===== config.mk =====
export PLATFORM = sky130hd
export DESIGN_NAME = wb_grf_flat
export DESIGN_NICKNAME = d
export VERILOG_FILES = /design/src/rtl/wb_grf_if.sv /design/src/rtl/wb_grf.sv /design/src/flat_wrapper.sv
export SDC_FILE = /design/constraint.sdc
export NUM_CORES = 2
export LEC_CHECK = 0
export ABC_AREA = 1
export CAP_MARGIN = 30
export CORE_MARGIN = 2
export CORE_UTILIZATION = 43
export DETAILED_ROUTE_END_ITERATION = 8
export HOLD_SLACK_MARGIN = 0.15
export PLACE_DENSITY_LB_ADDON = 0.1
export SLEW_MARGIN = 20
export SYNTH_ARGS = -nofsm -noshare
export SYNTH_HDL_FRONTEND = slang
export SYNTH_SLANG_ARGS = --single-unit

===== constraint.sdc =====
create_clock -name clk -period 3.1 [get_ports clk]
set_input_delay 0.62 -clock clk [delete_from_list [all_inputs] [get_ports clk]]
set_output_delay 0.62 -clock clk [all_outputs]
set_load 0.02 [all_outputs]

===== src/rtl/wb_grf_if.sv =====
// wb_grf_if: bundle between the W-stage pipeline register / D-stage operand logic and wb_grf.
//   master : drives the W-stage fields and the D-stage read addresses; receives read data
//            and the current writeback (we/addr/data) for hazard and forwarding logic.
//   slave  : the register-file side (wb_grf).
//   Signals: instr_in, pc_in, ALU_in, HILO_in, DM_in (W-stage values), ra1/ra2 (read
//            addresses), rd1/rd2 (read data), wb_we/wb_addr/wb_data (current writeback).
interface wb_grf_if #(
    parameter int unsigned WIDTH = 32
);
    logic [31:0]      instr_in;
    logic [WIDTH-1:0] pc_in;
    logic [WIDTH-1:0] ALU_in;
    logic [WIDTH-1:0] HILO_in;
    logic [WIDTH-1:0] DM_in;
    logic [4:0]       ra1;
    logic [4:0]       ra2;
    logic [WIDTH-1:0] rd1;
    logic [WIDTH-1:0] rd2;
    logic             wb_we;
    logic [4:0]       wb_addr;
    logic [WIDTH-1:0] wb_data;

    modport master (
        output instr_in, pc_in, ALU_in, HILO_in, DM_in, ra1, ra2,
        input  rd1, rd2, wb_we, wb_addr, wb_data
    );

    modport slave (
        input  instr_in, pc_in, ALU_in, HILO_in, DM_in, ra1, ra2,
        output rd1, rd2, wb_we, wb_addr, wb_data
    );
endinterface


===== src/rtl/wb_grf.sv =====
// wb_grf: writeback stage plus 32x32 general register file of the P6 MIPS core.
// Decodes the W-stage instruction into destination/source, extracts and extends load data,
// commits the result on the rising clock edge and serves two combinational D-stage reads.
// Ports:
//   clk   - system clock, rising edge
//   reset - asynchronous active-low reset; clears every register
//   bus   - wb_grf_if.slave: W-stage inputs, read addresses/data, writeback observation
// Optional feature: define WB_GRF_BYPASS_EN to forward the value being written this cycle
// to rd1/rd2 when the read address matches the destination.
module wb_grf #(
    parameter int unsigned WIDTH = 32,
    parameter int unsigned NREG  = 32
) (
    input  logic     clk,
    input  logic     reset,
    wb_grf_if.slave  bus
);
    typedef enum logic [1:0] {SrcAlu, SrcHilo, SrcPc8, SrcLoad} src_e;

    localparam logic [5:0] OpSpecial = 6'h00;
    localparam logic [5:0] OpJal     = 6'h03;
    localparam logic [5:0] OpLb      = 6'h20;
    localparam logic [5:0] OpLh      = 6'h21;
    localparam logic [5:0] OpLw      = 6'h23;
    localparam logic [5:0] OpLbu     = 6'h24;
    localparam logic [5:0] OpLhu     = 6'h25;

    logic [WIDTH-1:0] r_regs [NREG];

    logic [5:0]       w_op;
    logic [5:0]       w_funct;
    logic             w_dec_we;
    logic [4:0]       w_dst;
    src_e             w_src;
    logic [WIDTH-1:0] w_dm_shift;
    logic [7:0]       w_byte;
    logic [15:0]      w_half;
    logic [WIDTH-1:0] w_load;
    logic             w_we;
    logic [WIDTH-1:0] w_data;

    assign w_op    = bus.instr_in[31:26];
    assign w_funct = bus.instr_in[5:0];

    // Instruction decode: destination select and result source.
    always_comb begin
        w_dec_we = 1'b0;
        w_dst    = 5'd0;
        w_src    = SrcAlu;
        case (w_op)
            OpSpecial: begin
                case (w_funct)
                    6'h00, 6'h02, 6'h03, 6'h04, 6'h06, 6'h07,
                    6'h21, 6'h23, 6'h24, 6'h25, 6'h26, 6'h27, 6'h2A, 6'h2B: begin
                        w_dec_we = 1'b1;
                        w_dst    = bus.instr_in[15:11];
                        w_src    = SrcAlu;
                    end
                    6'h10, 6'h12: begin
                        w_dec_we = 1'b1;
                        w_dst    = bus.instr_in[15:11];
                        w_src    = SrcHilo;
                    end
                    6'h09: begin
                        w_dec_we = 1'b1;
                        w_dst    = bus.instr_in[15:11];
                        w_src    = SrcPc8;
                    end
                    default: ;
                endcase
            end
            6'h08, 6'h09, 6'h0A, 6'h0B, 6'h0C, 6'h0D, 6'h0E, 6'h0F: begin
                w_dec_we = 1'b1;
                w_dst    = bus.instr_in[20:16];
                w_src    = SrcAlu;
            end
            OpLb, OpLh, OpLw, OpLbu, OpLhu: begin
                w_dec_we = 1'b1;
                w_dst    = bus.instr_in[20:16];
                w_src    = SrcLoad;
            end
            OpJal: begin
                w_dec_we = 1'b1;
                w_dst    = 5'd31;
                w_src    = SrcPc8;
            end
            default: ;
        endcase
    end

    // Little-endian lane select; alignment is not checked, offset bits are used as given.
    assign w_dm_shift = bus.DM_in >> {bus.ALU_in[1:0], 3'b000};
    assign w_byte     = w_dm_shift[7:0];
    assign w_half     = bus.ALU_in[1] ? bus.DM_in[31:16] : bus.DM_in[15:0];

    always_comb begin
        w_load = bus.DM_in;
        case (w_op)
            OpLb:    w_load = {{(WIDTH-8){w_byte[7]}}, w_byte};
            OpLbu:   w_load = {{(WIDTH-8){1'b0}}, w_byte};
            OpLh:    w_load = {{(WIDTH-16){w_half[15]}}, w_half};
            OpLhu:   w_load = {{(WIDTH-16){1'b0}}, w_half};
            default: w_load = bus.DM_in;
        endcase
    end

    always_comb begin
        w_data = bus.ALU_in;
        case (w_src)
            SrcAlu:  w_data = bus.ALU_in;
            SrcHilo: w_data = bus.HILO_in;
            SrcPc8:  w_data = bus.pc_in + WIDTH'(8);
            SrcLoad: w_data = w_load;
            default: w_data = bus.ALU_in;
        endcase
    end

    // $0 is hard-wired: a write targeting it is suppressed entirely.
    assign w_we        = w_dec_we && (w_dst != 5'd0);
    assign bus.wb_we   = w_we;
    assign bus.wb_addr = w_we ? w_dst : 5'd0;
    assign bus.wb_data = w_data;

    always_ff @(posedge clk or negedge reset) begin
        if (!reset) begin
            for (int i = 0; i < int'(NREG); i++) begin
                r_regs[i] <= '0;
            end
        end else if (w_we) begin
            r_regs[w_dst] <= w_data;
        end
    end

`ifdef WB_GRF_BYPASS_EN
    // Same-cycle write-to-read forward, so W->D needs no external forwarding path.
    assign bus.rd1 = (bus.ra1 == 5'd0) ? '0 :
                     (w_we && (bus.ra1 == w_dst)) ? w_data : r_regs[bus.ra1];
    assign bus.rd2 = (bus.ra2 == 5'd0) ? '0 :
                     (w_we && (bus.ra2 == w_dst)) ? w_data : r_regs[bus.ra2];
`else
    assign bus.rd1 = (bus.ra1 == 5'd0) ? '0 : r_regs[bus.ra1];
    assign bus.rd2 = (bus.ra2 == 5'd0) ? '0 : r_regs[bus.ra2];
`endif
endmodule


===== src/flat_wrapper.sv =====
// flat-port wrapper written by rule: the top's interface ports become plain ports
module wb_grf_flat 
#(
    parameter int unsigned WIDTH = 32,
    parameter int unsigned NREG  = 32
)
  (clk, reset, bus_instr_in, bus_pc_in, bus_ALU_in, bus_HILO_in, bus_DM_in, bus_ra1, bus_ra2, bus_rd1, bus_rd2, bus_wb_we, bus_wb_addr, bus_wb_data);
  wb_grf_if #(.WIDTH(WIDTH)) bus_i ();
  input  logic clk;
  input  logic reset;
  input wire logic [$bits(bus_i.instr_in)-1:0] bus_instr_in;
  input wire logic [$bits(bus_i.pc_in)-1:0] bus_pc_in;
  input wire logic [$bits(bus_i.ALU_in)-1:0] bus_ALU_in;
  input wire logic [$bits(bus_i.HILO_in)-1:0] bus_HILO_in;
  input wire logic [$bits(bus_i.DM_in)-1:0] bus_DM_in;
  input wire logic [$bits(bus_i.ra1)-1:0] bus_ra1;
  input wire logic [$bits(bus_i.ra2)-1:0] bus_ra2;
  output wire logic [$bits(bus_i.rd1)-1:0] bus_rd1;
  output wire logic [$bits(bus_i.rd2)-1:0] bus_rd2;
  output wire logic [$bits(bus_i.wb_we)-1:0] bus_wb_we;
  output wire logic [$bits(bus_i.wb_addr)-1:0] bus_wb_addr;
  output wire logic [$bits(bus_i.wb_data)-1:0] bus_wb_data;
  assign bus_i.instr_in = bus_instr_in;
  assign bus_i.pc_in = bus_pc_in;
  assign bus_i.ALU_in = bus_ALU_in;
  assign bus_i.HILO_in = bus_HILO_in;
  assign bus_i.DM_in = bus_DM_in;
  assign bus_i.ra1 = bus_ra1;
  assign bus_i.ra2 = bus_ra2;
  assign bus_rd1 = bus_i.rd1;
  assign bus_rd2 = bus_i.rd2;
  assign bus_wb_we = bus_i.wb_we;
  assign bus_wb_addr = bus_i.wb_addr;
  assign bus_wb_data = bus_i.wb_data;
  wb_grf #(.WIDTH(WIDTH), .NREG(NREG)) u_core (.clk(clk), .reset(reset), .bus(bus_i));
endmodule

After elaboration in Yosys (flattened, before gate mapping). Cells that the tools add are included.

Flip-flop bits (word level): 1024. Output and inout port bits: 102. Logic and storage cells: 108.

Add/sub/neg operators: 1. Order comparisons: 4. Eq/ne operators: 33. Shifts and indexed selects: 1. Muxes and demuxes: 21. Bitwise operators: 3. Reduce and logical (&&, ||, !) cells: 13.

Operators by type and width (count): $bwmux W1024 (1); $bmux W32 S5 (2); $pmux W32 S4 (2); $mux W32 (7); $demux W32 S5 (1); $eq A6 B6 Y1 const B (13); $eq A6 B4 Y1 const B (9); $add A32 B4 Y32 const B (1); $shr A32 B5 Y8 (1); $eq A6 B2 Y1 const B (3); $eq A6 B3 Y1 const B (3); $ge A6 B6 Y1 const B (3); $not A5 Y6 (3); $reduce_or A17 Y1 (1); $mux W16 (1); $pmux W5 S3 (1); $reduce_or A14 Y1 (1); $reduce_or A13 Y1 (1); $eq A6 B5 Y1 const B (2); $logic_not A6 Y1 (2); $logic_not A5 Y1 (2); $mux W5 (2); $lt A6 B1 Y1 const B (1); $pmux W2 S3 (1); other kinds (10) (12).

Depth between registers and ports, before layout.
Depth after elaboration: 10. Gate-level depth with buffers: 17. Mapped depth without buffers: 13.

Least setup slack after synthesis. OpenSTA, ideal clock, no wires.

Path kind: input-to-output. From: input port bus_ra1[0]. To: output port bus_rd1[23]. Arrival time: 2374 ps. Required time: 2480 ps. Slack: 106 ps. Cell stages on the path: 9. Path buffers: 5. Path through: buf_2 > buf_2 > buf_2 > clkbuf_1 > clkbuf_1 > nor2_1 > o221ai_1 > a31oi_1 > a21oi_1.

Word-level cells in the longest chain between the ends: 5. Elaborated cells on any way between the ends: 6. Classes of those cells: mux (4); bitwise (1); reduce/logical (1).

Ends and longest elaborated chain: from (decl) (line flat_wrapper.sv:16) `input wire logic [$bits(bus_i.ra1)-1:0] bus_ra1;`; $not A5 Y6 (implied by the code) (line wb_grf.sv:141) `assign bus.rd1 = (bus.ra1 == 5'd0) ? '0 : r_regs[bus.ra1];`; $bmux W32 S5 (line wb_grf.sv:141); $mux W32 (implied by the code) (2 in a row) (line wb_grf.sv:141); $mux W32 * (line wb_grf.sv:141); to (decl) (line flat_wrapper.sv:18) `output wire logic [$bits(bus_i.rd1)-1:0] bus_rd1;`.

Mark *: on every way between the ends. The rest lies on a longest branch, timed or not. The select of a mux whose other input is x is not followed.

Worst setup path after layout.
From: input port bus_ra2[1]. To: output port bus_rd2[22].

Word-level cells in the longest chain between the ends: 5. Elaborated cells on any way between the ends: 6. Classes of those cells: mux (4); bitwise (1); reduce/logical (1).

Ends and longest elaborated chain: from (decl) (line flat_wrapper.sv:17) `input wire logic [$bits(bus_i.ra2)-1:0] bus_ra2;`; $not A5 Y6 (implied by the code) (line wb_grf.sv:142) `assign bus.rd2 = (bus.ra2 == 5'd0) ? '0 : r_regs[bus.ra2];`; $bmux W32 S5 (line wb_grf.sv:142); $mux W32 (implied by the code) (2 in a row) (line wb_grf.sv:142); $mux W32 * (line wb_grf.sv:142); to (decl) (line flat_wrapper.sv:19) `output wire logic [$bits(bus_i.rd2)-1:0] bus_rd2;`.

Marked as above.

==> impl_metrics.json <==
{
  "final-max-slew-violation-count": 0,
  "total_leakage_power_uw": 0.0411,
  "synth_cell_type_count": 34,
  "startpoint_type": "input pin",
  "ys_warn_count": 0,
  "area_growth_pct": 39.7,
  "gp_routability_congestion": 1.05,
  "routed_wl_um": 359000,
  "synth_async_sr_flop_share_pct": 100,
  "ioPinCount": 274,
  "synthCells": 8794,
  "finalSetupViolations": 46,
  "nFillCells": 12500,
  "ys_ff_latch": 1024,
  "drive_above_1_share_pct": 22.6,
  "synth_commonest_cells": "2,491 x nand2_1, 1,365 x o21ai_0, 1,170 x nor2_1",
  "initial_utilization_pct": 43.4,
  "cts_tree": "yes",
  "drtIter0Drc": 11900,
  "viasPerCell": 6.43,
  "wire_per_inst_um": 31.0,
  "comb_power_share_pct": 26.7,
  "row_count": 137,
  "numCtsBuffers": 118,
  "clockPowerShare_pct": 34.1,
  "end_kind": "output pin",
  "path_class": "input pin to output pin",
  "finalSetupTns_ps": -2330,
  "clock_latency_ps": 740,
  "synth_top_area_share_pct": 42.2,
  "rsz0062_at_grt": "yes",
  "synth_top_cell_by_area": "dfrtp_1",
  "internal-power_uw": 28400,
  "hp-class": "register to register",
  "irDropWorstVdd_mv": 0.518,
  "largest_reg_flops": 1024,
  "cts.sinks": 1024,
  "route.detailed.drc": 2,
  "slew_headroom_pct": 42.5,
  "fin_skew_ps": 0,
  "dieArea_um2": 144000,
  "ys_top_cells_by_area": "dfrtp_1 42%, nand2_1 15%, o21ai_0 11%",
  "syn_area_um2": 60700,
  "die_w_um": 380,
  "cp_max_fo": 8,
  "core-area_um2": 140000,
  "max_cap_violations": 0,
  "multiInputGateArea_um2": 33700,
  "seq_power_share_pct": 39.3,
  "cts-root-buf": "clkbuf_16",
  "arrival_ps": 2640,
  "dpl.cell_count": 11100,
  "finalHoldViolations": 0,
  "synthFlopType": "dfrtp_1",
  "antenna_found_initial": 9,
  "vias": 74400,
  "period_minus_slack_ps": 3260,
  "numPortBuffers": 263,
  "synth-edff-count": 0,
  "dpl.hpwl_um": 234000,
  "clockBufferDepth": 3,
  "grt_pass1_vias": 69500,
  "clk_pin_slew_ps": 60,
  "grt_overflow": 0,
  "instances_no_fill": 11600,
  "setup_slack_ps": -160,
  "grt_usage_pct": 47.4,
  "failed_checks": "design-rule violations, negative setup slack",
  "grt_pass1_wl_um": 501000,
  "top_register": "u_core.r_regs",
  "whs_ps": 408,
  "first_pass_iters": 9,
  "power.density_nw_per_um2": 515,
  "synth_nets": 8967,
  "power_uw": 43700,
  "required_ps": 2480,
  "finalNetCount": 9755,
  "grt_max_degree": 102,
  "yosysSeqAreaShare_pct": 42.2,
  "switching_share_pct": 34.9,
  "regArea_um2": 25600,
  "yosys.cell_count.top_type": "nand2_1",
  "ant_nets": 0,
  "status": "finished with violations",
  "top_regs": "u_core.r_regs: 1024 flops",
  "fmax_ghz": 0.307,
  "htreeDepth": 3,
  "p_sw_uw": 15200,
  "tightest_slew_ps": 862,
  "fp.dieH_um": 380,
  "period_share_pct": 105,
  "avgSynthCellArea_um2": 6.90
}
==> final cells by class <==
class                      count  share of cell area [%]
timing repair inverter         4                  0.0679
sequential                  1024                    30.2
clock buffer                 177                    4.20
timing repair buffer        1552                    21.7
clock inverter                43                   0.605
inverter                     110                   0.664
tap                         1876                    2.77
antenna                        7                  0.0207
multi-input combinational   6772                    39.7
==> cells in the final DEF, fill, tap and decap left out, types with 148 or more instances in the layout <==
| cell type | Yosys | final |
|---|---|---|
| buf_4 | 4 | 765 |
| dfrtp_1 | 1024 | 1024 |
| clkbuf_16 | 0 | 148 |
| buf_6 | 0 | 188 |
| nand2_1 | 2491 | 2407 |
| nor2_1 | 1170 | 1071 |
| o21ai_1 | 32 | 203 |
| buf_12 | 0 | 308 |
| o221ai_1 | 301 | 277 |
| o21ai_0 | 1365 | 1101 |
| nand3_1 | 894 | 806 |
==> cell families (layout without fill, tap and decap cells) <==
| kind of cell | after synthesis | count (layout) | synth area share (%) |
|---|---|---|---|
| adder cells (fa/ha/maj) | 1 | 1 | 0.0206 |
| flip-flops | 1024 | 1024 | 42.2 |
| AND/OR/NAND/NOR | 4669 | 4669 | 31.3 |
| XOR/XNOR | 2 | 2 | 0.0289 |
| buffers and inverters | 998 | 1886 | 6.63 |
| AO/OA/AOI/OAI | 2100 | 2100 | 19.7 |
| other | 0 | 7 | 0 |
==> layer usage <==
layer	vias up	routed length, um	track usage (%)
met4	6	38100	41.2
li1	31300	-	-
met3	1524	45500	12.3
met5	-	34	0
met2	6086	151000	69.2
met1	35500	124000	58.1
==> power by group through the flow <==
stage / combinational [uW] / sequential (uW) / clock, uW
global route: 12300 / 17300 / 15400
floorplan: 5080 / 16700 / 0
detailed placement: 9800 / 17100 / 0
CTS: 10600 / 16900 / 14800
global placement: 9640 / 17100 / 0
finish: 11700 / 17100 / 14900
==> repair_timing <==
item	CTS	global route
setup buffers	132	90
gates resized for setup	980	644
hold buffers	1	0
endpoints found under the hold margin	26	0
pin swaps	193	318
endpoints found under the setup margin	162	179
cloned	39	32
==> worst paths after layout <==
check	startpoint	end	slack, ps	depth (start not counted)
worst min-delay path	u_core.r_regs[995]	u_core.r_regs[995]	410	0
max in group asynchronous	reset	u_core.r_regs[885]	1440	3
worst min register to register	u_core.r_regs[995]	u_core.r_regs[995]	410	0
worst max register to register	u_core.r_regs[146]	u_core.r_regs[146]	2280	3
worst max-delay path	bus_ra2[1]	bus_rd2[22]	-160	15
min in group asynchronous	reset	u_core.r_regs[135]	480	2
==> per-stage QoR <==
stage          cell area, um2  setup slack (ps)  utilization (%)
3_3_place_gp            73200              -950             52.4
5_1_grt                 84700              -152             60.7
4_1_cts                 81700              -177             58.5
6_report                84800              -160             60.7
3_5_place_dp            73200              -987             52.4
2_1_floorplan           60700               106                -
==> worst max-delay path: stages <==
cell	delay [ps]
buf_16	140
clkinv_16	90
buf_16	140
buf_12	150
buf_4	120
buf_4	150
o21ai_0	90
o221ai_1	180
nand3_1	100
nand3_1	100
buf_4	140
nand2_4	80
a21oi_4	230
buf_4	160
buf_4	130
(Power assumes the default switching activity.)
